===== src/rtl/adder_share_arbiter.sv =====
// Round-robin sharing of one word adder between the ALU (A) and the MAC (B).
// B may issue 2*WIDTH adds, sequenced as a low pass and a carry-chained high pass.
//
// Ports:
//   clock, reset                     rising-edge clock, async active-low reset
//   in_ReqA/in_LeftA/in_RightA/in_CarryA           A request and word operands
//   in_ReqB/in_LongB/in_LeftB/in_RightB/in_CarryB  B request, long select, operands
//   out_AdderLeft/out_AdderRight/out_AdderCarry    drive to the shared word adder
//   in_AdderResult/in_Adder{Carry,Zero,Neg,Overflow} sum and flags from the adder
//   out_DoneA/out_DoneB              one-cycle result-valid pulse to the winner
//   out_Result/out_{Carry,Zero,Neg,Overflow}  registered result and flags
//   out_Busy                         arbiter is not idle
module adder_share_arbiter #(
  parameter int WIDTH = 32
) (
  input  logic               clock,
  input  logic               reset,
  input  logic               in_ReqA,
  input  logic [WIDTH-1:0]   in_LeftA,
  input  logic [WIDTH-1:0]   in_RightA,
  input  logic               in_CarryA,
  input  logic               in_ReqB,
  input  logic               in_LongB,
  input  logic [2*WIDTH-1:0] in_LeftB,
  input  logic [2*WIDTH-1:0] in_RightB,
  input  logic               in_CarryB,
  output logic [WIDTH-1:0]   out_AdderLeft,
  output logic [WIDTH-1:0]   out_AdderRight,
  output logic               out_AdderCarry,
  input  logic [WIDTH-1:0]   in_AdderResult,
  input  logic               in_AdderCarry,
  input  logic               in_AdderZero,
  input  logic               in_AdderNeg,
  input  logic               in_AdderOverflow,
  output logic               out_DoneA,
  output logic               out_DoneB,
  output logic [2*WIDTH-1:0] out_Result,
  output logic               out_Carry,
  output logic               out_Zero,
  output logic               out_Neg,
  output logic               out_Overflow,
  output logic               out_Busy
);

  typedef enum logic [1:0] {
    IDLE,
    LOW,
    HIGH,
    DONE
  } state_t;

  state_t state;
  state_t state_nxt;

  logic owner_b;
  logic prio_b;
  logic grant_b;
  logic low_carry;
  logic low_zero;
  logic long_pass;

  assign long_pass = owner_b && in_LongB;

  always_comb begin
    state_nxt      = state;
    grant_b        = owner_b;
    out_AdderLeft  = '0;
    out_AdderRight = '0;
    out_AdderCarry = 1'b0;
    unique case (state)
      IDLE: begin
        if (in_ReqA || in_ReqB) begin
          grant_b   = (in_ReqA && in_ReqB) ? prio_b : in_ReqB;
          state_nxt = LOW;
        end
      end
      LOW: begin
        if (owner_b) begin
          out_AdderLeft  = in_LeftB[WIDTH-1:0];
          out_AdderRight = in_RightB[WIDTH-1:0];
          out_AdderCarry = in_CarryB;
        end else begin
          out_AdderLeft  = in_LeftA;
          out_AdderRight = in_RightA;
          out_AdderCarry = in_CarryA;
        end
        state_nxt = long_pass ? HIGH : DONE;
      end
      HIGH: begin
        out_AdderLeft  = in_LeftB[2*WIDTH-1:WIDTH];
        out_AdderRight = in_RightB[2*WIDTH-1:WIDTH];
        out_AdderCarry = low_carry;
        state_nxt      = DONE;
      end
      DONE: begin
        state_nxt = IDLE;
      end
      default: begin
        state_nxt = IDLE;
      end
    endcase
  end

  always_ff @(posedge clock or negedge reset) begin
    if (!reset) begin
      state        <= IDLE;
      owner_b      <= 1'b0;
      prio_b       <= 1'b0;
      low_carry    <= 1'b0;
      low_zero     <= 1'b0;
      out_Result   <= '0;
      out_Carry    <= 1'b0;
      out_Zero     <= 1'b0;
      out_Neg      <= 1'b0;
      out_Overflow <= 1'b0;
    end else begin
      state <= state_nxt;
      if (state == IDLE && state_nxt == LOW) begin
        owner_b <= grant_b;
        prio_b  <= !grant_b;
      end
      if (state == LOW) begin
        out_Result[WIDTH-1:0] <= in_AdderResult;
        if (long_pass) begin
          low_carry <= in_AdderCarry;
          low_zero  <= in_AdderZero;
        end else begin
          out_Result[2*WIDTH-1:WIDTH] <= '0;
          out_Carry    <= in_AdderCarry;
          out_Zero     <= in_AdderZero;
          out_Neg      <= in_AdderNeg;
          out_Overflow <= in_AdderOverflow;
        end
      end
      if (state == HIGH) begin
        out_Result[2*WIDTH-1:WIDTH] <= in_AdderResult;
        out_Carry    <= in_AdderCarry;
        out_Zero     <= low_zero && in_AdderZero;
        out_Neg      <= in_AdderNeg;
        out_Overflow <= in_AdderOverflow;
      end
    end
  end

  assign out_DoneA = (state == DONE) && !owner_b;
  assign out_DoneB = (state == DONE) && owner_b;
  assign out_Busy  = (state != IDLE);

endmodule


===== config.mk =====
export PLATFORM = sky130hd
export DESIGN_NAME = adder_share_arbiter
export DESIGN_NICKNAME = d
export VERILOG_FILES = /design/src/rtl/adder_share_arbiter.sv
export SDC_FILE = /design/constraint.sdc
export NUM_CORES = 1
export LEC_CHECK = 0
export CELL_PAD_IN_SITES_DETAIL_PLACEMENT = 0
export CELL_PAD_IN_SITES_GLOBAL_PLACEMENT = 1
export CORE_MARGIN = 8
export CORE_UTILIZATION = 20
export CTS_BUF_LIST = sky130_fd_sc_hd__clkbuf_4
export DETAILED_ROUTE_END_ITERATION = 7
export HOLD_SLACK_MARGIN = 0.03
export PLACE_DENSITY = 0.89
export SETUP_SLACK_MARGIN = 0.15
export SYNTH_ARGS = -nofsm -noshare
export SYNTH_HDL_FRONTEND = slang
export SYNTH_SLANG_ARGS = --single-unit

===== constraint.sdc =====
create_clock -name clock -period 2.1 [get_ports clock]
set_clock_uncertainty 0.2 [all_clocks]
set_input_delay 0.21 -clock clock [delete_from_list [all_inputs] [get_ports clock]]
set_output_delay 0.21 -clock clock [all_outputs]
set_load 0.01 [all_outputs]

## After elaboration in Yosys (flattened, before gate mapping)

Cells that the tools add are included.

- Bitwise operators: 0
- Divide/modulo/power cells: 0
- Eq/ne operators: 5
- $mul: 0
- Order comparisons: 0
- Multiplexer cells: 27
- Add/subtract/negate cells: 0
- Shift-type cells: 0
- Reductions and logical operators: 14

Operators by type and width:

| kind | count |
|---|---|
| two-way mux 32 bit | 4 |
| case mux 32 bit (2 select lines) | 2 |
| two-way mux 64 bit | 1 |
| two-way mux 1 bit | 17 |
| case mux 2 bit (4 select lines) | 1 |
| logical AND 1 bit | 6 |
| == test 2 x 1 -> 1 bit (second input constant) | 2 |
| == test 2 bit (second input constant) | 2 |
| AND reduction 2 bit | 2 |
| nonzero test 2 bit | 2 |
| logical NOT 1 bit | 2 |
| logical NOT 2 bit | 1 |
| two-way mux 2 bit | 1 |
| != test 2 x 1 -> 1 bit (second input constant) | 1 |
| case mux 1 bit (2 select lines) | 1 |
| logical OR 1 bit | 1 |

- Bits in read-only memories: 0
- Logic and storage cells: 57
- Output and inout port bits: 136
- Bits in registers: 74
- RAM bits: 0
- Memories kept: 0
- Input bits: 235
- Bits in latches: 0

## Depth between registers and ports, before layout

Gate-level depths: netlist of run 1.

- Depth after elaboration: 5
- Gate-level depth with buffers: 8
- Depth with buffers taken out: 5

## Worst setup path before layout of run 1

Ideal clock, no wire load.

- Path type: reg-to-output
- From: register state[0]
- To: output port out_AdderLeft[11]
- Data arrival time: 1.669 ns
- Path buffers: 3
- Cell stages (with the launch flop): 9
- Path slack: 0.021 ns
- Data required time: 1.690 ns
- Path through: dfrtp_1 > inv_1 > ha_1 > and2_1 > buf_2 > buf_2 > buf_2 > nand2_1 > o21ai_0

- Longest elaborated chain between the ends: 2
- Elaborated cells on any way between the ends: 3
- Those cells by class: 2 x eq/ne; 1 x mux

Ends and longest elaborated chain:

| item | line | RTL |
|---|---|---|
| from (decl) | 52 | `state_t state;` |
| from (signal assigned) | 117 | `state <= state_nxt;` |
| == test 2 bit or == test 2 x 1 -> 1 bit (tied branches) | 70 | `unique case (state)` |
| case mux 32 bit (2 select lines) (*) | 70 |  |
| to (decl) | 27 | `output logic [WIDTH-1:0] out_AdderLeft,` |

Mark *: on every way between the ends. The rest lies on a longest branch, timed or not.

## Final worst setup path of run 1

- From: register state[0]
- To: output port out_AdderRight[19]

- Longest elaborated chain between the ends: 2
- Elaborated cells on any way between the ends: 3
- Those cells by class: 2 x eq/ne; 1 x mux

Ends and longest elaborated chain:

| item | line | RTL |
|---|---|---|
| == test 2 bit or == test 2 x 1 -> 1 bit (tied branches) | 70 |  |
| case mux 32 bit (2 select lines) (*) | 70 |  |
| to (decl) | 28 | `output logic [WIDTH-1:0] out_AdderRight,` |

Marks and branches as above.

==> metrics.txt, run 1 <==
Crit-path slowest cell=dfrtp_1; WP data required=between 1.5 and 2 ns; Synth Register Bits=74; status=finished, violations left; die area=~0.026 mm^2; largest net degree at the start of global routing=47; Core ar.=0.02030 mm^2; initial antenna violation count=1; post-DR vias/cell=4.364; CP Launch Type=flop; setup ws final=-0.2465 ns; Root Driver=clkbuf_4; total track usage=0.1637; CP Class=flop to output port; post-synth top area share=0.4452; fmax=approximately 430 MHz; vias in the first global route=~5,000; critical-path cell list=inv_2, ha_4, and2_4, buf_12, clkbuf_16, nand2_2, o21ai_2, buf_2; first drt pass iteration count=4; Setup violations, final=66; Net Count, Synth=641; clock-pin slew on the worst setup and hold paths=approximately 0.13 ns; failing checks=negative setup slack; Area Overhead vs Synth=117.8%; unrepaired setup endpoints after global routing=yes; endpoints failing hold=0; Syn. warnings=0; post-synthesis sequential area ratio=0.4452; clock share of power=0.072; CTS tree=built; ranking of synthesized cells by area=dfrtp_1 45%, mux2i_1 16%, mux2_2 10%; Antenna Cells=0; P per Cell Area=roughly 1300 mW/mm^2; worst slack, placed=-0.3167 ns; Mapped Avg Cell Area=10.37 um^2; layout cells sized above 1=0.3041; sw frac=0.4022; DP Wirelength=~17 mm; Nets=about 1,000; max_cap viols=0; post-layout util=0.4463; Slew HR=0.7468; crit-path leading delay family=buffers and inverters; routed via count=between 4,000 and 5,000; Max VDD drop=0.7495 mV; commonest cells after routing, fill and taps aside=301 x clkdlybuf4s50_1, 73 x dfrtp_1, 67 x mux2i_1; fin. max-slew vios=0; final critical-path share of the clock period=1.117; clk_lat worst skew=around 0.42 ns; initial DRC count=~200; overall power=approximately 0.012 W; Final Wtd Congestion=0.8042; placed cell area=0.008383 mm^2; Longest Clk Path Bufs=2; Num CTS Buffers=9; P_int=around 0.0073 W; Worst Path Buf+Inv=4; CP arrival=1.94 ns; drt drc=0; Final ANT Viol Nets=0; worst slew pin tran=around 0.37 ns; die height=roughly 160 um; Largest stage delay, worst path=~0.38 ns; HP Class=input port to asynchronous set/reset pin; synthesized area=between 0.004 and 0.005 mm^2; Congestion Overflow GR=0; IO buf count=370; Yosys cell types=24; Initial Util=0.2049; final wirelength=22.74 mm; fin area=approximately 0.009 mm^2; Horiz. Die Dim=~160 um; H-tree depth=3; LEAKAGE=3.937 nW; I/O pins=~370; crit path max fanout=6; CTS sink cnt=74; Seq pwr share=0.192; synthesized instance count=roughly 400; fin crit period=around 2.3 ns; row cnt=between 50 and 60; first-pass GRT wire length=approximately 33 mm; Synth area leader=dfrtp_1; most common cell after layout, fill and taps aside=clkdlybuf4s50_1; worst hold slack=0.09531 ns; Comb power frac=0.736; crit end category=output port; Avg WL per Cell=roughly 21 um; Net Sw Power=0.004889 W
==> final timing paths <==
check | start | endpoint | slack, ns | cells after the start
setup reg to reg | owner_b | owner_b | -0.01 | 5
setup / recovery | state[0] | out_AdderRight[19] | -0.25 | 8
max in group asynchronous | reset | owner_b | 1.29 | 3
hold / removal | reset | out_Result[15] | 0.1 | 3
hold reg to reg | out_Result[58] | out_Result[58] | 0.31 | 1
min in group clock | in_AdderZero | out_Zero | 0.20 | 3
==> Yosys cell counts <==
cell type,n
mux2_2,37
buf_2,15
a21oi_1,2
buf_1,1
nor2_1,1
o21ai_0,62
nor2b_1,1
a21bo_4,1
clkbuf_1,16
a22o_1,32
mux2i_1,67
dfrtp_1,74
inv_1,6
mux2_1,1
a2111oi_4,1
nand3_1,1
o21ai_1,4
buf_4,1
and2_1,2
a31oi_1,1
nand2_1,68
o21ai_2,1
ha_1,5
nor4b_2,1
==> through the flow <==
step	TNS (ns)	instances
finish	-11.53	1079
global route	-21.61	1079
CTS	-14.63	1067
detailed placement	-13.23	1035
global placement	-10.40	1035
floorplan	0	401
==> worst register-to-register path: stages, from the launching register on <==
cell and delay, ns:
dfrtp_4 0.58, buf_6 0.16, clkbuf_16 0.16, a21bo_4 0.23
a2111oi_4 0.34, mux2_4 0.33
==> what timing repair did <==
item | 4_1_cts | 5_1_grt
pin swaps | 6 | 22
setup buffers | 11 | 4
gates cloned | 3 | 8
endpoints found under the setup margin | 104 | 108
resized for setup | 373 | 115
hold buffers | 2 | 0
hold endpoints to repair | 74 | 0
==> sequential cells by signal, indices dropped and copies added (netlist names) <==
register and count:
low_carry 1, low_zero 1, out_Carry 1, out_Neg 1, out_Overflow 1, out_Result 64, out_Zero 1, owner_b 1
prio_b 1, state 2
==> kinds of logic after synthesis <==
logic type	after synthesis	share of synthesized area
AO/OA/AOI/OAI	104	0.1634
flip-flops	74	0.4452
AND/OR/NAND/NOR	74	0.07160
multiplexers	105	0.2641
buffers and inverters	39	0.04061
adder cells (fa/ha/maj)	5	0.01504
==> area by class of cell <==
cell class | count | area [um^2]
inverter | 6 | 22.52
clock buffer | 10 | 75.07
sequential | 74 | 1856
multi-input combinational | 288 | 2437
tap | 270 | 337.8
timing repair buffer | 425 | 4274
fill | 1987 | 11240
clock inverter | 6 | 56.30
==> power by group through the flow <==
stage               clock [W]  combinational, W  sequential [W]
finish               0.000871           0.00895         0.00234
global route         0.000972           0.00950         0.00241
CTS                  0.000916           0.00773         0.00234
detailed placement          0           0.00767         0.00236
global placement            0           0.00760         0.00235
floorplan                   0           0.00321         0.00253
==> per-layer routing <==
layer	up-vias	GRT usage	routed length (um)
li1	2255	-	-
met1	2198	0.1920	9251
met2	235	0.2816	11370
met4	2	0.03483	238
met3	19	0.05861	1865
met5	-	0	13
(Power assumes the default switching activity.)
==> run 2, diff against run 1 <==
Settings changed: CORE_MARGIN 8 to 2.
==> run 2 against run 1 <==
  * Via count decreased by 0.40%
  * Count of clock-buffer cells in the layout increased by 1
  * Non-clock buffer count unchanged
  * The flow still finishes with violations (negative setup slack)
  * Flip-flop and latch count unchanged
  * Global-route usage increased by 1.0 points
  * Die area decreased by 14%
  * Combinational power decreased by 3.7%
  * Final area decreased by 1.7%
  * Routed wire length decreased by 11%
  * Sequential share of layout area increased by 0.35 points
  * Register-to-register slack about the same
==> metrics.txt, run 2 (synthesized netlist as in run 1, its figures left out) <==
status=finished, violations left; failing checks=negative setup slack; Comb power frac=0.731 (-0.005); Max VDD drop=0.6785 mV (-9.5%); initial antenna violation count=0 (-1); crit-path leading delay family=buffers and inverters; post-layout util=0.4387 (-0.007581); most common cell after layout, fill and taps aside=clkdlybuf4s50_1; Avg WL per Cell=18.81 um (-11%); worst slew pin tran=0.4255 ns (+0.05622 ns); first-pass GRT wire length=29.45 mm (-9.5%); fin. max-slew vios=0 (unchanged); Largest regs=out_Result: 64 flops, state: 2 flops; H-tree depth=3 (unchanged); Non-Filler Instances=1,077 (-0.19%); Largest stage delay, worst path=0.39 ns (about the same); CP Class=flop to output port; vias in the first global route=4,812 (-5.7%); die height=148.2 um (-7.5%); IO buf count=370 (unchanged); critical-path cell list=inv_2, ha_4, and2_4, buf_6, clkbuf_16, nand2_1, o21ai_1, buf_2; Num CTS Buffers=9 (unchanged); LEAKAGE=3.870 nW (-1.7%); crit path max fanout=8 (+2); Setup violations, final=66 (unchanged); Longest Clk Path Bufs=2 (unchanged); CTS tree=built; I/O pins=371 (unchanged); unrepaired setup endpoints after global routing=yes; Biggest register=out_Result; Crit-path slowest cell=dfrtp_1; setup ws final=-0.2394 ns (+0.007061 ns); placed cell area=0.008411 mm^2 (+0.33%); Final ANT Viol Nets=0 (unchanged); HP Class=input port to asynchronous set/reset pin; Root Driver=clkbuf_4; initial DRC count=105 (-46%); DP Wirelength=14.92 mm (-14%); layout cells sized above 1=0.2949 (-0.009160); Worst Setup SP=state[1]; Horiz. Die Dim=148.2 um (-7.5%); first drt pass iteration count=4 (unchanged); clock-pin slew on the worst setup and hold paths=0.11 ns (-0.02 ns); Core ar.=0.02030 mm^2 (unchanged); CP arrival=1.93 ns (about the same); Net Sw Power=0.004738 W (-3.1%); Worst R2R Start=state[1]; Initial Util=0.2049 (unchanged); die area=0.02196 mm^2 (-14%); routed via count=4,690 (-0.40%); fmax=427.5 MHz (+0.30%); P_int=0.007053 W (-2.9%); sw frac=0.4018 (about the same); overall power=0.01179 W (-3.0%); max reg flops=64 (unchanged); worst slack, placed=-0.2471 ns (+0.06967 ns); commonest cells after routing, fill and taps aside=301 x clkdlybuf4s50_1, 73 x dfrtp_1, 67 x mux2i_1; Nets=1,044 (unchanged); P per Cell Area=1324 mW/mm^2 (-1.3%); clk_lat worst skew=0.40 ns (-0.02 ns); endpoints failing hold=0 (unchanged); row cnt=52 (unchanged); drt drc=0 (unchanged); CTS sink cnt=74 (unchanged); Antenna Cells=0 (unchanged); Area Overhead vs Synth=114.1%; Slew HR=0.7163 (-0.03043); final critical-path share of the clock period=1.114 (-0.003362); Worst Path Buf+Inv=4 (unchanged); fin area=0.008905 mm^2 (-1.7%); crit end category=output port; fin crit period=2.339 ns (-0.007061 ns); post-DR vias/cell=4.355 (-0.22%); Congestion Overflow GR=0 (unchanged); Final Wtd Congestion=0.7986 (-0.70%); final wirelength=20.26 mm (-11%); largest net degree at the start of global routing=38 (-19%); Seq pwr share=0.198 (+0.006); clock share of power=0.071 (about the same); placed insts=1,040 (+0.48%); CP Launch Type=flop; total track usage=0.1738 (+0.01014); WP data required=1.69 ns (about the same); max_cap viols=0 (unchanged); filler cell count=1,960 (-1.4%)
-- run 2: cell types whose count changed in the layout (fill, tap and decap cells not counted), sizes merged --
cell,previous run,this run
buf,114,119
clkbuf,17,13
clkinv,4,2
inv,7,6
-- run 2: through the flow --
stage                     setup TNS, ns  hold WS [ns]
after floorplan                       0       -0.2856
after global placement           -9.545      -0.02697
after detailed placement         -11.90      -0.02790
after CTS                        -15.59       0.04977
after global routing             -21.19       0.06774
final                            -11.91       0.07686
-- run 2: area by class of cell --
cell class | instances | area [um^2] | area share
Timing Repair Buffer | 425 | 4164 | 0.4676
Multi-Input combinational cell | 288 | 2400 | 0.2695
Sequential cell | 74 | 1856 | 0.2084
Tap cell | 270 | 337.8 | 0.03794
Clock buffer | 11 | 82.58 | 0.009274
Clock inverter | 3 | 42.54 | 0.004777
Inverter | 6 | 22.52 | 0.002529
-- run 2: worst paths after layout --
path / cells past startpoint / end / slack, ns
min in group clock: 3 / out_Zero / 0.22
hold / removal: 2 / out_Result[15] / 0.08
setup / recovery: 8 / out_AdderLeft[7] / -0.24
max in group asynchronous: 3 / out_Result[41] / 1.07
setup reg to reg: 6 / owner_b / 0
hold reg to reg: 1 / out_Result[60] / 0.30
-- run 2: per-layer routing --
metal | wire [um] | up-vias | GRT usage
li1 | - | 2238 | -
met1 | 8084 | 2213 | 0.2115
met2 | 9931 | 221 | 0.2972
met3 | 1861 | 18 | 0.05613
met4 | 382 | 0 | 0.04524
met5 | 0 | - | 0
-- run 2: timing repair --
action | in CTS | in global routing
pin swaps | 12 | 19
buffers inserted | 9 | 3
cloned | 8 | 2
hold buffers | 1 | 0
resized for setup | 380 | 73
hold endpoints to repair | 74 | 0
setup endpoints to repair | 104 | 104
-- run 2: power by group through the flow --
stage	combinational, W	sequential, W	clock, W
after floorplan	0.00321	0.00253	0
after global placement	0.00767	0.00233	0
after detailed placement	0.00775	0.00235	0
after CTS	0.00811	0.00234	0.000892
after global routing	0.00918	0.00241	0.000945
final	0.00862	0.00233	0.000842
